**config.mk**
```make
export PLATFORM = sky130hd
export DESIGN_NAME = forwarding_control_unit
export DESIGN_NICKNAME = d
export VERILOG_FILES = /design/src/rtl/mips_pkg.sv /design/src/rtl/fwd_match.sv /design/src/rtl/forwarding_control_unit.sv
export SDC_FILE = /design/constraint.sdc
export NUM_CORES = 1
export LEC_CHECK = 0
export BUFFER_PORTS_ARGS = -buffer_cell sky130_fd_sc_hd__buf_2
export CORE_UTILIZATION = 30
export CTS_CLUSTER_SIZE = 20
export DETAILED_ROUTE_END_ITERATION = 8
export PLACE_DENSITY_LB_ADDON = 0.2
export SETUP_SLACK_MARGIN = 0.5
export SLEW_MARGIN = 0
export SYNTH_ARGS = -nofsm -noshare
export SYNTH_HDL_FRONTEND = slang
export SYNTH_SLANG_ARGS = --single-unit
```
**constraint.sdc**
```tcl
create_clock -name clk -period 1.5 [get_ports clk]
set_clock_uncertainty 0.1 [all_clocks]
set_input_delay 0.075 -clock clk [delete_from_list [all_inputs] [get_ports clk]]
set_output_delay 0.075 -clock clk [all_outputs]
set_load 0.01 [all_outputs]
```
**src/rtl/mips_pkg.sv**
```systemverilog
// mips_pkg: forwarding select codes, pipeline stage entry type and the forwarding match rule.
package mips_pkg;
    localparam int REG_AW     = 5;
    localparam int NSTAGE_FWD = 3;
    localparam logic [1:0] SEL_REG = 2'b00;
    localparam logic [1:0] SEL_EX  = 2'b01;
    localparam logic [1:0] SEL_DM  = 2'b10;
    localparam logic [1:0] SEL_WB  = 2'b11;
    typedef struct packed {
        logic              valid;
        logic              wr_en;
        logic              is_load;
        logic [REG_AW-1:0] dest;
    } stage_t;
    function automatic logic fwd_hit(stage_t s, logic [REG_AW-1:0] r);
        return s.valid & s.wr_en & (s.dest == r) & (r != '0);
    endfunction
endpackage

```
**src/rtl/fwd_match.sv**
```systemverilog
// fwd_match: picks the youngest in-flight writer of src among EX, DM and WB.
module fwd_match
    import mips_pkg::*;
(
    input  logic [REG_AW-1:0] src,
    input  stage_t            ex,
    input  stage_t            dm,
    input  stage_t            wb,
    output logic [1:0]        sel
);
    logic unused_load;
    assign unused_load = ex.is_load ^ dm.is_load ^ wb.is_load;
    assign sel = fwd_hit(ex, src) ? SEL_EX :
                 fwd_hit(dm, src) ? SEL_DM :
                 fwd_hit(wb, src) ? SEL_WB : SEL_REG;
endmodule

```
**src/rtl/forwarding_control_unit.sv**
```systemverilog
// forwarding_control_unit: registered operand selects, load-use bubble insertion and write-back address.
module forwarding_control_unit #(
    parameter int REG_AW     = 5,
    parameter int NSTAGE_FWD = 3
) (
    input  logic                               clk,
    input  logic                               reset,
    input  logic                               id_valid,
    input  logic [REG_AW-1:0]                  RA_id,
    input  logic [REG_AW-1:0]                  RB_id,
    input  logic [REG_AW-1:0]                  RW_id,
    input  logic                               wr_en_id,
    input  logic                               is_load_id,
    input  logic                               imm_sel_id,
    input  logic                               stall,
    input  logic                               flush,
    output logic [$clog2(NSTAGE_FWD+1)-1:0]    mux_sel_A,
    output logic [$clog2(NSTAGE_FWD+1)-1:0]    mux_sel_B,
    output logic                               imm_sel,
    output logic [REG_AW-1:0]                  RW_dm,
    output logic                               wr_dm,
    output logic                               hazard_stall
);
    import mips_pkg::*;
    // The WB entry is never read after the shift (it becomes old DM), so only OF/EX/DM are stored.
    stage_t of_s, ex_s, dm_s, id_s;
    logic [1:0] sel_a, sel_b;
    logic hz;
    assign hz = id_valid & of_s.valid & of_s.is_load & of_s.wr_en & (of_s.dest != '0) &
                ((RA_id == of_s.dest) | (~imm_sel_id & (RB_id == of_s.dest)));
    assign hazard_stall = hz & ~flush;
    assign id_s = '{valid: id_valid & ~flush & ~hz, wr_en: wr_en_id, is_load: is_load_id, dest: RW_id};
    // Selects are judged against the post-shift pipeline: EX = old OF, DM = old EX, WB = old DM.
    fwd_match u_match_a (.src(RA_id), .ex(of_s), .dm(ex_s), .wb(dm_s), .sel(sel_a));
    fwd_match u_match_b (.src(RB_id), .ex(of_s), .dm(ex_s), .wb(dm_s), .sel(sel_b));
    always_ff @(posedge clk) begin
        if (reset) begin
            of_s      <= '0;
            ex_s      <= '0;
            dm_s      <= '0;
            mux_sel_A <= SEL_REG;
            mux_sel_B <= SEL_REG;
            imm_sel   <= 1'b0;
            RW_dm     <= '0;
            wr_dm     <= 1'b0;
        end else if (!stall) begin
            of_s      <= id_s;
            ex_s      <= of_s;
            dm_s      <= ex_s;
            mux_sel_A <= sel_a;
            mux_sel_B <= imm_sel_id ? SEL_REG : sel_b;
            imm_sel   <= imm_sel_id;
            RW_dm     <= ex_s.dest;
            wr_dm     <= ex_s.valid & ex_s.wr_en;
        end
    end
endmodule

```
* Yosys cells after proc, flatten, opt, wreduce, memory -nomap -nowiden
Index checks and enable logic that the tools add are counted.
** Storage, ports and cells
- Bits in registers :: 28
- Latch bits :: 0
- RAM bits :: 0
- Bits in read-only memories :: 0
- Output and inout port bits :: 12
- Word-level logic and storage cells :: 60
- Memories kept :: 0
** Cells by class
- Add/sub/neg operators :: 0
- $mul :: 0
- Divide/modulo/power cells :: 0
- Order comparisons :: 0
- Equality and inequality tests :: 8
- Shift-type cells :: 0
- Multiplexer cells :: 7
- Bitwise logic cells :: 28
- Reductions and logical operators :: 3
** Operator list (count)
- 5-bit equality test :: 8
- 1-bit AND :: 24
- 5-bit nonzero test :: 3
- 2-bit 2-to-1 mux :: 7
- 1-bit NOT :: 3
- 1-bit bitwise OR :: 1

* Depth between registers and ports, before layout
Gate-level depths: netlist (run 1).
- Word-level depth :: 7
- Mapped depth :: 5
- Gate-level depth less buffers :: 5

* Modules after synthesis
Synthesis (run 1) repeated with hierarchy kept, for this count alone.
** Unflattened totals
- Cell total of the unflattened synthesis :: 183
- Area, all modules :: 1710.4 µm²
** By module, submodules not included
- forwarding_control_unit :: instances 1, cells each 125, area each 1252.5 µm², seq. area each 600.6 µm²
- fwd_match :: instances 2, cells each 29, area each 229.0 µm², seq. area each 0.0 µm²

* Worst setup path after synthesis (run 1)
No wires, ideal clock.
- Path kind :: reg2reg
- Start :: reg of_s[3] (netlist name)
- End :: reg mux_sel_B[0]
- Arrival :: 1.439 ns
- Data required time :: 1.297 ns
- Path slack :: -0.143 ns
- Cell stages (with the launch flop) :: 6
- Buffers on the path :: 0
- Cells stage by stage :: dfxtp_1 > xor2_1 > nor4_1 > nor4b_1 > a21oi_1 > a2111oi_2
** Between the ends
- Longest elaborated chain between the ends :: 5
** RTL lines
- from (decl) :: RTL line forwarding_control_unit.sv:26 : stage_t of_s, ex_s, dm_s, id_s;
- from (signal assigned) :: RTL line forwarding_control_unit.sv:47 : of_s <= id_s;
- 5-bit equality test :: RTL line mips_pkg.sv:16 : return s.valid & s.wr_en & (s.dest == r) & (r != '0);
- 1-bit AND (2 in series) :: RTL line mips_pkg.sv:16
- 2-bit 2-to-1 mux :: RTL line fwd_match.sv:13 : assign sel = fwd_hit(ex, src) ? SEL_EX :
- 2-bit 2-to-1 mux :: RTL line forwarding_control_unit.sv:51 : mux_sel_B <= imm_sel_id ? SEL_REG : sel_b;
- to (signal assigned) :: RTL line forwarding_control_unit.sv:51
- to (decl) :: RTL line forwarding_control_unit.sv:18 : output logic [$clog2(NSTAGE_FWD+1)-1:0] mux_sel_B,
No other way between the ends.
A chain may end at the register's enable or synchronous reset.

* Worst setup path in the final report (run 1)
- Start :: reg of_s[3] (netlist name)
- End :: out hazard_stall
** Between the ends
- Longest elaborated chain between the ends :: 5
- Elaborated cells on any way between the ends :: 8
- Classes of those cells :: eq/ne: 2; bitwise: 5; reduce/logical: 1
** RTL lines
- 5-bit equality test :: RTL line forwarding_control_unit.sv:30 : ((RA_id == of_s.dest) | (~imm_sel_id & (RB_id == of_s.dest)));
- 1-bit AND :: RTL line forwarding_control_unit.sv:30
- 1-bit bitwise OR :: RTL line forwarding_control_unit.sv:30
- 1-bit AND (*) :: RTL line forwarding_control_unit.sv:29 : assign hz = id_valid & of_s.valid & of_s.is_load & of_s.wr_en & (of_s.dest != '0) &
- 1-bit AND (*) :: RTL line forwarding_control_unit.sv:31 : assign hazard_stall = hz & ~flush;
- to (decl) :: RTL line forwarding_control_unit.sv:22 : output logic hazard_stall
Mark *: on every way between the ends. The rest lies on a longest branch, timed or not.

==> results_tabular.tex, run 1 <==
\begin{tabular}{lr}
\hline
Metric & Value \\
\hline
\multicolumn{2}{l}{\textbf{Detailed routing}} \\
Total number of vias & 1,461 \\
Via count normalized by instance count & 4.71 \\
DRC violations left & 0 \\
Detailed Routing Iterations Pass 1 & 4 \\
Initial DRC Count & 86 \\
WL final & 4.21 mm \\
Mean routed wirelength per cell & 13.6 microns \\
Antenna Nets Post-Route & 0 \\
\multicolumn{2}{l}{\textbf{Worst setup path}} \\
Register-to-Register Path Depth & 6 \\
Critical register-to-register path endpoint & mux\_sel\_B[0] \\
Critical path data arrival time & 1.63 ns \\
Kind of start point of the critical path & flop \\
Kind of end point of the critical path & output pin \\
Register-to-register setup slack & -0.23 ns \\
Launch instance of the worst register-to-register path & of\_s[1] \\
Largest fanout of any net on the critical path & 4 \\
Worst Setup Path Type & reg -> out \\
Required time at the endpoint of the critical path & 1.32 ns \\
\multicolumn{2}{l}{\textbf{GRT}} \\
Most utilized layer in the global route result & met2 \\
Global-route met2 utilization & 26.5\% \\
Global-route track usage on met3 & 3.31\% \\
GRT Residual Overflow & 0 \\
Total global-route track usage & 17.1\% \\
Number of antenna violations at the first check in global routing & 0 \\
GR Layer Usage met1 & 24.8\% \\
Wire length of the first global-routing pass & 6.90 mm \\
Vias in the first global route & 1,420 \\
Pin count of the biggest net entering global routing & 24 \\
\multicolumn{2}{l}{\textbf{STA}} \\
Hold\_ws & 0.00375 ns \\
Shortest clock period the worst path allows after layout & 1.81 ns \\
Max-slew violation count & 0 \\
Post-route setup TNS & -0.922 ns \\
Final WS setup & -0.307 ns \\
Final cycle utilization of the critical path & 120\% \\
Final setup violation count & 5 \\
Hold Violations, Final & 0 \\
Highest attainable clock frequency & 554 MHz \\
Tightest Pin Transition & 0.350 ns \\
RSZ-0062 raised after global routing & yes \\
Tightest slew margin relative to the limit & 76.6\% \\
\multicolumn{2}{l}{\textbf{Flow run}} \\
Max-cap check violation count & 0 \\
\multicolumn{2}{l}{\textbf{Clocking}} \\
Clock Tree Root & sky130\_fd\_sc\_hd\_\_clkbuf\_8 \\
Number of sinks driven by the clock tree & 28 \\
CTS clock-pin slew for the worst setup and hold paths & 0.10 ns \\
CTS Buffer Depth & 2 \\
Number of buffers created by CTS & 3 \\
TritonCTS clock tree & done \\
Clock latency reported for the late side of the worst-skew pair & 0.28 ns \\
H-tree Lvls & 1 \\
\multicolumn{2}{l}{\textbf{Run status}} \\
Violated checks & setup timing \\
Status & finished, violations left \\
\multicolumn{2}{l}{\textbf{Power}} \\
Gate power share & 20.6\% \\
Static leakage & 1.04 nW \\
Power per cell area & 735 nW/um\^{}2 \\
Peak ir drop on the vdd network & 0.434 mV \\
Fraction of power consumed by the clock network & 34.4\% \\
Pwr Total & 1.75 mW \\
Reported net switching power & 0.429 mW \\
Internal power & 1.32 mW \\
Net switching fraction of the power & 24.5\% \\
Register share of total power & 45.0\% \\
\multicolumn{2}{l}{\textbf{Synthesis}} \\
Sequential share of the synthesized area & 37.2\% \\
Fraction of synthesis flops using an asynchronous set or reset pin & 0\% \\
Most numerous cell types in the synthesized netlist & sky130\_fd\_sc\_hd\_\_dfxtp\_1, sky130\_fd\_sc\_hd\_\_nor2\_1, sky130\_fd\_sc\_hd\_\_mux2i\_1 \\
Proportion of netlist area held by the largest area contributor & 37.2\% \\
Adder and majority gate portion of the synthesized area & 0\% \\
Multiplexer share of the synthesized area & 13.9\% \\
Synth Area per Inst & 8.97 sq um \\
Complex-gate fraction of the synthesized area & 8.46\% \\
Leading cell types by total area after synthesis & sky130\_fd\_sc\_hd\_\_dfxtp\_1, sky130\_fd\_sc\_hd\_\_mux2i\_1, sky130\_fd\_sc\_hd\_\_xnor2\_1 \\
Net Count, Synth & 191 \\
Unique cell type count in the Yosys netlist & 36 \\
Primary FF master, synth & sky130\_fd\_sc\_hd\_\_dfxtp\_1 \\
Simple-gate portion of the synthesized area & 20.6\% \\
Count of warnings emitted by yosys & 0 \\
Xor/xnor cell area share of the yosys netlist & 14.5\% \\
Total standard cell area after synthesis & 1510 sq um \\
Count leader, synth & sky130\_fd\_sc\_hd\_\_dfxtp\_1 \\
Synth Register Bits & 28 \\
Cell type contributing the most total cell area after synthesis & sky130\_fd\_sc\_hd\_\_dfxtp\_1 \\
Count of flip-flops with a built-in enable after synthesis & 0 \\
Largest family of logic cells by synthesized area & simple AND/OR/NAND/NOR gates \\
Number of instances in the synthesized netlist & 168 \\
\multicolumn{2}{l}{\textbf{Floorplanning}} \\
Die Ht & 72.9 microns \\
Initial core utilization & 31.5\% \\
Die Width & 72.9 microns \\
Area of the core & 4790 sq um \\
Die outline area & 5310 sq um \\
Row count & 25 \\
Count of boundary I/O pins & 35 \\
\multicolumn{2}{l}{\textbf{Cells and area}} \\
Multi-input logic area & 995 sq um \\
Area Overhead vs Synth & 57.8\% \\
Share of cells above drive strength 1 & 49.0\% \\
Number of fill cells in the layout & 467 \\
Area taken by flip-flops and latches & 587 sq um \\
Area of all placed cells without fillers & 2380 sq um \\
N\_diodes & 0 \\
\# nets final & 267 \\
\multicolumn{2}{l}{\textbf{Worst hold path}} \\
Hold path depth & 4 \\
Min-Delay Startpoint & flush \\
Capture endpoint of the worst hold path & of\_s[7] \\
Kind of path behind the tightest hold check & in -> reg \\
\multicolumn{2}{l}{\textbf{Place}} \\
Post-place instance area & 2060 sq um \\
Number of input and output port buffers inserted & 34 \\
Placer Congestion & 0.805 \\
DP HPWL & 3.18 mm \\
Post-Place Setup Slack & -0.231 ns \\
\hline
\end{tabular}
-- registers in the layout, summed over array words and instances, names as in the netlist --
name       count
mux_sel_B      2
of_s           8
wr_dm          1
imm_sel        1
dm_s           7
ex_s           7
mux_sel_A      2
-- stage by stage --
| step | instances | utilization, % |
|---|---|---|
| floorplan | 168 | - |
| global placement | 297 | 43.1 |
| detailed placement | 297 | 43.1 |
| CTS | 309 | 48.8 |
| global route | 310 | 49.7 |
| finish | 310 | 49.7 |
-- layout make-up --
cell class,instances,area share [%]
sequential,28,24.7
clock inverter,1,1.26
inverter,5,0.789
multi-input combinational,124,41.8
clock buffer,3,1.74
tap,67,3.52
timing repair buffer,82,26.2
-- critical path, stage by stage, from the launching register on --
cell,delay [ns]
sky130_fd_sc_hd__dfxtp_2,0.34
sky130_fd_sc_hd__buf_4,0.15
sky130_fd_sc_hd__xnor2_2,0.15
sky130_fd_sc_hd__nand4_1,0.20
sky130_fd_sc_hd__a2bb2oi_4,0.23
sky130_fd_sc_hd__nor3_2,0.13
sky130_fd_sc_hd__buf_2,0.14
-- kinds of logic after synthesis --
family          after synthesis
buf+inv                      16
xor+xnor                     25
flops                        28
mux                          21
simple gates                 61
compound gates               17
-- placed cells by master, fill, tap and decap left out, drive strengths merged, types with 2 or more instances in the layout --
cell	n
xor2	9
inv	5
nand4	3
nor2b	4
o21ai	2
dlygate4sd3	7
a21oi	4
nand2	8
nor3	4
xnor2	16
nor4	4
or4	4
nor4b	2
o22ai	2
mux2i	21
dfxtp	28
buf	75
clkbuf	3
nor2	28
-- repair_timing --
item | 4_1_cts | 5_1_grt
resized for setup | 28 | 9
buffers inserted | 1 | 1
hold buffers | 7 | 0
hold endpoints to repair | 9 | 0
pin swaps | 6 | 8
setup endpoints to repair | 11 | 14
-- power groups by stage --
stage / clock network (mW) / logic (mW) / registers, mW
final: 0.602 / 0.360 / 0.787
after global routing: 0.641 / 0.389 / 0.790
after floorplan: 0 / 0.148 / 0.809
after global placement: 0 / 0.310 / 0.803
after detailed placement: 0 / 0.308 / 0.804
after CTS: 0.617 / 0.348 / 0.788
-- worst max-delay path by stage --
stage / from / endpoint / slack (ns) / cells after the start
floorplan: of_s[0] / mux_sel_B[0] / -0.07 / 5
global placement: of_s[0] / mux_sel_B[0] / -0.18 / 5
detailed placement: of_s[0] / mux_sel_B[0] / -0.23 / 5
CTS: of_s[3] / hazard_stall / -0.30 / 6
global route: of_s[1] / mux_sel_B[0] / -0.40 / 6
finish: of_s[3] / hazard_stall / -0.31 / 6
-- metal layers --
layer / share of wire [%] / vias to the layer above
met5: 0 / -
met4: 1.2 / 0
met3: 3.6 / 7
met2: 46 / 37
met1: 49 / 684
li1: - / 733
(Power assumes the default switching activity.)
==> run 2, diff against run 1 <==
ABC_AREA = 1   (was unset)
clock period = 2.2 ns   (was 1.5 ns; I/O delays follow)
==> run 2 against run 1 <==
Clock-buffer cell count unchanged. Utilization decreased by 9.4 points. First-iteration DRC count increased by 17%. Cell count increased by 20%. Sequential power decreased by 28%. The flow now finishes without violations. Combinational power decreased by 34%. Routed wire length increased by 4.9%. Design area decreased by 13%.
==> results_tabular.tex, run 2 <==
\begin{tabular}{lr}
\hline
Metric & Value \\
\hline
\multicolumn{2}{l}{\textbf{Power}} \\
Static leakage & 0.992 nW (was 1.04 nW) \\
Peak ir drop on the vdd network & 0.229 mV (was 0.434 mV) \\
Power per cell area & 593 nW/um\^{}2 (was 735 nW/um\^{}2) \\
\multicolumn{2}{l}{\textbf{Clocking}} \\
Number of sinks driven by the clock tree & 28 (unchanged) \\
TritonCTS clock tree & done (unchanged) \\
Clock latency reported for the late side of the worst-skew pair & 0.28 ns (about the same) \\
CTS clock-pin slew for the worst setup and hold paths & 0.10 ns (about the same) \\
CTS Buffer Depth & 2 (unchanged) \\
Clock Tree Root & sky130\_fd\_sc\_hd\_\_clkbuf\_8 (unchanged) \\
H-tree Lvls & 1 (unchanged) \\
Number of buffers created by CTS & 3 (unchanged) \\
\multicolumn{2}{l}{\textbf{Cells and area}} \\
Register with the highest flop count & of\_s (unchanged) \\
Top flop regs & of\_s (8), dm\_s (7), ex\_s (7) (unchanged) \\
Area Overhead vs Synth & 28.2\% (was 57.8\%) \\
Post-Route Utilization & 40.3\% (was 49.7\%) \\
\# nets final & 325 (was 267) \\
Max FFs per register & 8 (unchanged) \\
Share of cells above drive strength 1 & 25.2\% (was 49.0\%) \\
Most frequent standard cell in the layout excluding fill and tap cells & sky130\_fd\_sc\_hd\_\_nand2\_1 (was sky130\_fd\_sc\_hd\_\_buf\_4) \\
Leading cell types in the layout, fill and taps excluded & sky130\_fd\_sc\_hd\_\_nand2\_1, sky130\_fd\_sc\_hd\_\_nor2\_1, sky130\_fd\_sc\_hd\_\_buf\_2 (was sky130\_fd\_sc\_hd\_\_buf\_4, sky130\_fd\_sc\_hd\_\_buf\_2, sky130\_fd\_sc\_hd\_\_nor2\_1) \\
N\_diodes & 0 (unchanged) \\
\multicolumn{2}{l}{\textbf{Worst setup path}} \\
Critical register-to-register path endpoint & mux\_sel\_A[1] (was mux\_sel\_B[0]) \\
Largest fanout of any net on the critical path & 4 (unchanged) \\
Worst Setup Path Type & reg -> out (unchanged) \\
Most used cell along the critical path & sky130\_fd\_sc\_hd\_\_nand2\_1 \\
Kind of end point of the critical path & output pin (unchanged) \\
Kind of start point of the critical path & flop (unchanged) \\
Register-to-Register Path Depth & 9 (was 6) \\
Launch instance of the worst register-to-register path & of\_s[0] (was of\_s[1]) \\
Ordered list of cells on the worst path & inv\_2 -> nand2\_1 -> nand2\_1 -> nor2\_2 -> nand4\_1 -> nand2\_1 -> nand2\_2 -> nor2\_1 -> buf\_2 (was buf\_4 -> xnor2\_2 -> nand4\_1 -> a2bb2oi\_4 -> nor3\_2 -> buf\_2) \\
Required time at the endpoint of the critical path & 1.99 ns (was 1.32 ns) \\
Critical path data arrival time & 1.45 ns (was 1.63 ns) \\
Largest incremental delay on the critical path & 0.37 ns (was 0.34 ns) \\
Register-to-register setup slack & 0.80 ns (was -0.23 ns) \\
Critical path's slowest cell & sky130\_fd\_sc\_hd\_\_dfxtp\_2 (unchanged) \\
\multicolumn{2}{l}{\textbf{STA}} \\
Max-slew violation count & 0 (unchanged) \\
Final cycle utilization of the critical path & 75.5\% \\
RSZ-0062 raised after global routing & yes (unchanged) \\
Post-route setup TNS & 0 ns (was -0.922 ns) \\
Hold Violations, Final & 0 (unchanged) \\
Final setup violation count & 0 (was 5) \\
Tightest Pin Transition & 0.421 ns (was 0.350 ns) \\
Hold\_ws & 0.0688 ns (was 0.00375 ns) \\
Shortest clock period the worst path allows after layout & 1.66 ns \\
Tightest slew margin relative to the limit & 71.9\% (was 76.6\%) \\
Highest attainable clock frequency & 602 MHz \\
\multicolumn{2}{l}{\textbf{Synthesis}} \\
Synth Register Bits & 28 (unchanged) \\
Count leader, synth & sky130\_fd\_sc\_hd\_\_nand2\_1 (was sky130\_fd\_sc\_hd\_\_dfxtp\_1) \\
Total standard cell area after synthesis & 1610 sq um (was 1510 sq um) \\
Unique cell type count in the Yosys netlist & 22 (was 36) \\
Leading cell types by total area after synthesis & sky130\_fd\_sc\_hd\_\_dfxtp\_1, sky130\_fd\_sc\_hd\_\_nand2\_1, sky130\_fd\_sc\_hd\_\_nor2\_1 (was sky130\_fd\_sc\_hd\_\_dfxtp\_1, sky130\_fd\_sc\_hd\_\_mux2i\_1, sky130\_fd\_sc\_hd\_\_xnor2\_1) \\
Fraction of synthesis flops using an asynchronous set or reset pin & 0\% (unchanged) \\
Most numerous cell types in the synthesized netlist & sky130\_fd\_sc\_hd\_\_nand2\_1, sky130\_fd\_sc\_hd\_\_nor2\_1, sky130\_fd\_sc\_hd\_\_dfxtp\_1, sky130\_fd\_sc\_hd\_\_o21ai\_0, sky130\_fd\_sc\_hd\_\_inv\_1 (was sky130\_fd\_sc\_hd\_\_dfxtp\_1, sky130\_fd\_sc\_hd\_\_nor2\_1, sky130\_fd\_sc\_hd\_\_mux2i\_1) \\
Cell type contributing the most total cell area after synthesis & sky130\_fd\_sc\_hd\_\_dfxtp\_1 (unchanged) \\
Count of flip-flops with a built-in enable after synthesis & 0 (unchanged) \\
Sequential share of the synthesized area & 34.7\% (was 37.2\%) \\
Primary FF master, synth & sky130\_fd\_sc\_hd\_\_dfxtp\_1 (unchanged) \\
Net Count, Synth & 281 (was 191) \\
Synth Area per Inst & 6.26 sq um (was 8.97 sq um) \\
Proportion of netlist area held by the largest area contributor & 34.7\% (was 37.2\%) \\
Number of instances in the synthesized netlist & 258 (was 168) \\
Count of warnings emitted by yosys & 0 (unchanged) \\
\multicolumn{2}{l}{\textbf{GRT}} \\
GRT Residual Overflow & 0 (unchanged) \\
Number of antenna violations at the first check in global routing & 0 (unchanged) \\
Wire length of the first global-routing pass & 7.09 mm (was 6.90 mm) \\
Total global-route track usage & 16.7\% (was 17.1\%) \\
Pin count of the biggest net entering global routing & 24 (unchanged) \\
Vias in the first global route & 1,435 (was 1,420) \\
\multicolumn{2}{l}{\textbf{Worst hold path}} \\
Min-Delay Startpoint & id\_valid (was flush) \\
Capture endpoint of the worst hold path & of\_s[7] (unchanged) \\
Kind of path behind the tightest hold check & in -> reg (unchanged) \\
Hold path depth & 5 (was 4) \\
\multicolumn{2}{l}{\textbf{Place}} \\
Number of input and output port buffers inserted & 34 (unchanged) \\
Placer Congestion & 0.854 (was 0.805) \\
DP HPWL & 3.26 mm (was 3.18 mm) \\
\multicolumn{2}{l}{\textbf{Detailed routing}} \\
WL final & 4.42 mm (was 4.21 mm) \\
Initial DRC Count & 101 (was 86) \\
Detailed Routing Iterations Pass 1 & 4 (unchanged) \\
DRC violations left & 0 (unchanged) \\
Antenna Nets Post-Route & 0 (unchanged) \\
Total number of vias & 1,685 (was 1,461) \\
Via count normalized by instance count & 4.54 (was 4.71) \\
Mean routed wirelength per cell & 11.9 microns (was 13.6 microns) \\
\multicolumn{2}{l}{\textbf{Floorplanning}} \\
Row count & 26 (was 25) \\
Count of boundary I/O pins & 35 (unchanged) \\
Die outline area & 5680 sq um (was 5310 sq um) \\
Initial core utilization & 31.4\% (was 31.5\%) \\
Area of the core & 5140 sq um (was 4790 sq um) \\
Die Ht & 75.4 microns (was 72.9 microns) \\
Die Width & 75.4 microns (was 72.9 microns) \\
\multicolumn{2}{l}{\textbf{Flow run}} \\
Max-cap check violation count & 0 (unchanged) \\
\multicolumn{2}{l}{\textbf{Run status}} \\
Status & completed (was finished, violations left) \\
\hline
\end{tabular}
[run 2: changes by cell type in the layout (fill, tap and decap cells not counted), moves of 12 or more]
cell | before | now
sky130_fd_sc_hd__dfxtp_1 | 11 | 23
sky130_fd_sc_hd__dfxtp_2 | 15 | 3
sky130_fd_sc_hd__o21ai_0 | 0 | 28
sky130_fd_sc_hd__mux2i_1 | 21 | 0
sky130_fd_sc_hd__nand2_1 | 7 | 63
sky130_fd_sc_hd__a21oi_1 | 2 | 17
sky130_fd_sc_hd__buf_4 | 34 | 7
sky130_fd_sc_hd__inv_1 | 5 | 21
[run 2: logic make-up (layout without fill, tap and decap cells)]
family	after synthesis	count (layout)	share of synthesized area, %
and+or+nand+nor	130	130	33.8
AOI/OAI and AO/OA	49	49	15.7
buffers and inverters	43	86	11.5
DFF	28	28	34.7
xor gates and xnor gates	8	8	4.34
[run 2: metrics by stage]
step           setup slack [ns]  power, mW  area (sq um)  instances
2_1_floorplan             0.976      0.708          1610        258
5_1_grt                   0.432       1.29          2070        371
6_report                  0.539       1.23          2070        371
3_3_place_gp              0.705      0.778          1810        351
3_5_place_dp              0.734      0.776          1810        351
4_1_cts                   0.515       1.22          2000        366
[run 2: routing by layer]
layer | global-route usage, % | up-vias | part of all wire (%)
li1 | - | 900 | -
met1 | 22.9 | 757 | 50
met2 | 27.3 | 24 | 46
met3 | 2.12 | 4 | 3.0
met4 | 5.56 | 0 | 1.1
met5 | 0 | - | 0
[run 2: final cells by class]
| class | count | area [sq um] |
|---|---|---|
| Multi-Input combinational cell | 187 | 896 |
| Tap cell | 70 | 87.6 |
| Fill cell | 610 | 3070 |
| Clock inverter | 1 | 30.0 |
| Clock buffer | 3 | 41.3 |
| Timing Repair Buffer | 51 | 323 |
| Sequential cell | 28 | 572 |
| Inverter | 31 | 120 |
[run 2: worst max-delay path by stage]
stage / startpoint / cells after the start / slack (ns) / end
2_1_floorplan: of_s[0] / 8 / 0.98 / hazard_stall
3_3_place_gp: of_s[0] / 9 / 0.71 / hazard_stall
3_5_place_dp: of_s[0] / 9 / 0.73 / hazard_stall
4_1_cts: of_s[0] / 9 / 0.51 / hazard_stall
5_1_grt: of_s[0] / 9 / 0.43 / hazard_stall
6_report: of_s[1] / 9 / 0.54 / hazard_stall
[run 2: timing repair]
| action | 4_1_cts | 5_1_grt |
|---|---|---|
| endpoints found under the hold margin | 12 | 0 |
| setup buffers | 1 | 5 |
| hold buffers | 10 | 0 |
| resized for setup | 8 | 14 |
| setup endpoints to repair | 1 | 2 |
| pin swaps | 1 | 10 |
[run 2: worst max-delay path, delay by kind of cell, from the launching register on]
kind / cells / cell delay, ns
AND/OR/NAND/NOR: 7 / 0.61
buffers and inverters: 2 / 0.19
flip-flops: 1 / 0.37
[run 2: where the power goes]
part	switching [mW]	total (mW)	leakage [nW]	internal [mW]
registers	0.0304	0.567	0.233	0.536
clock network	0.179	0.423	0.0357	0.244
logic	0.136	0.237	0.724	0.101
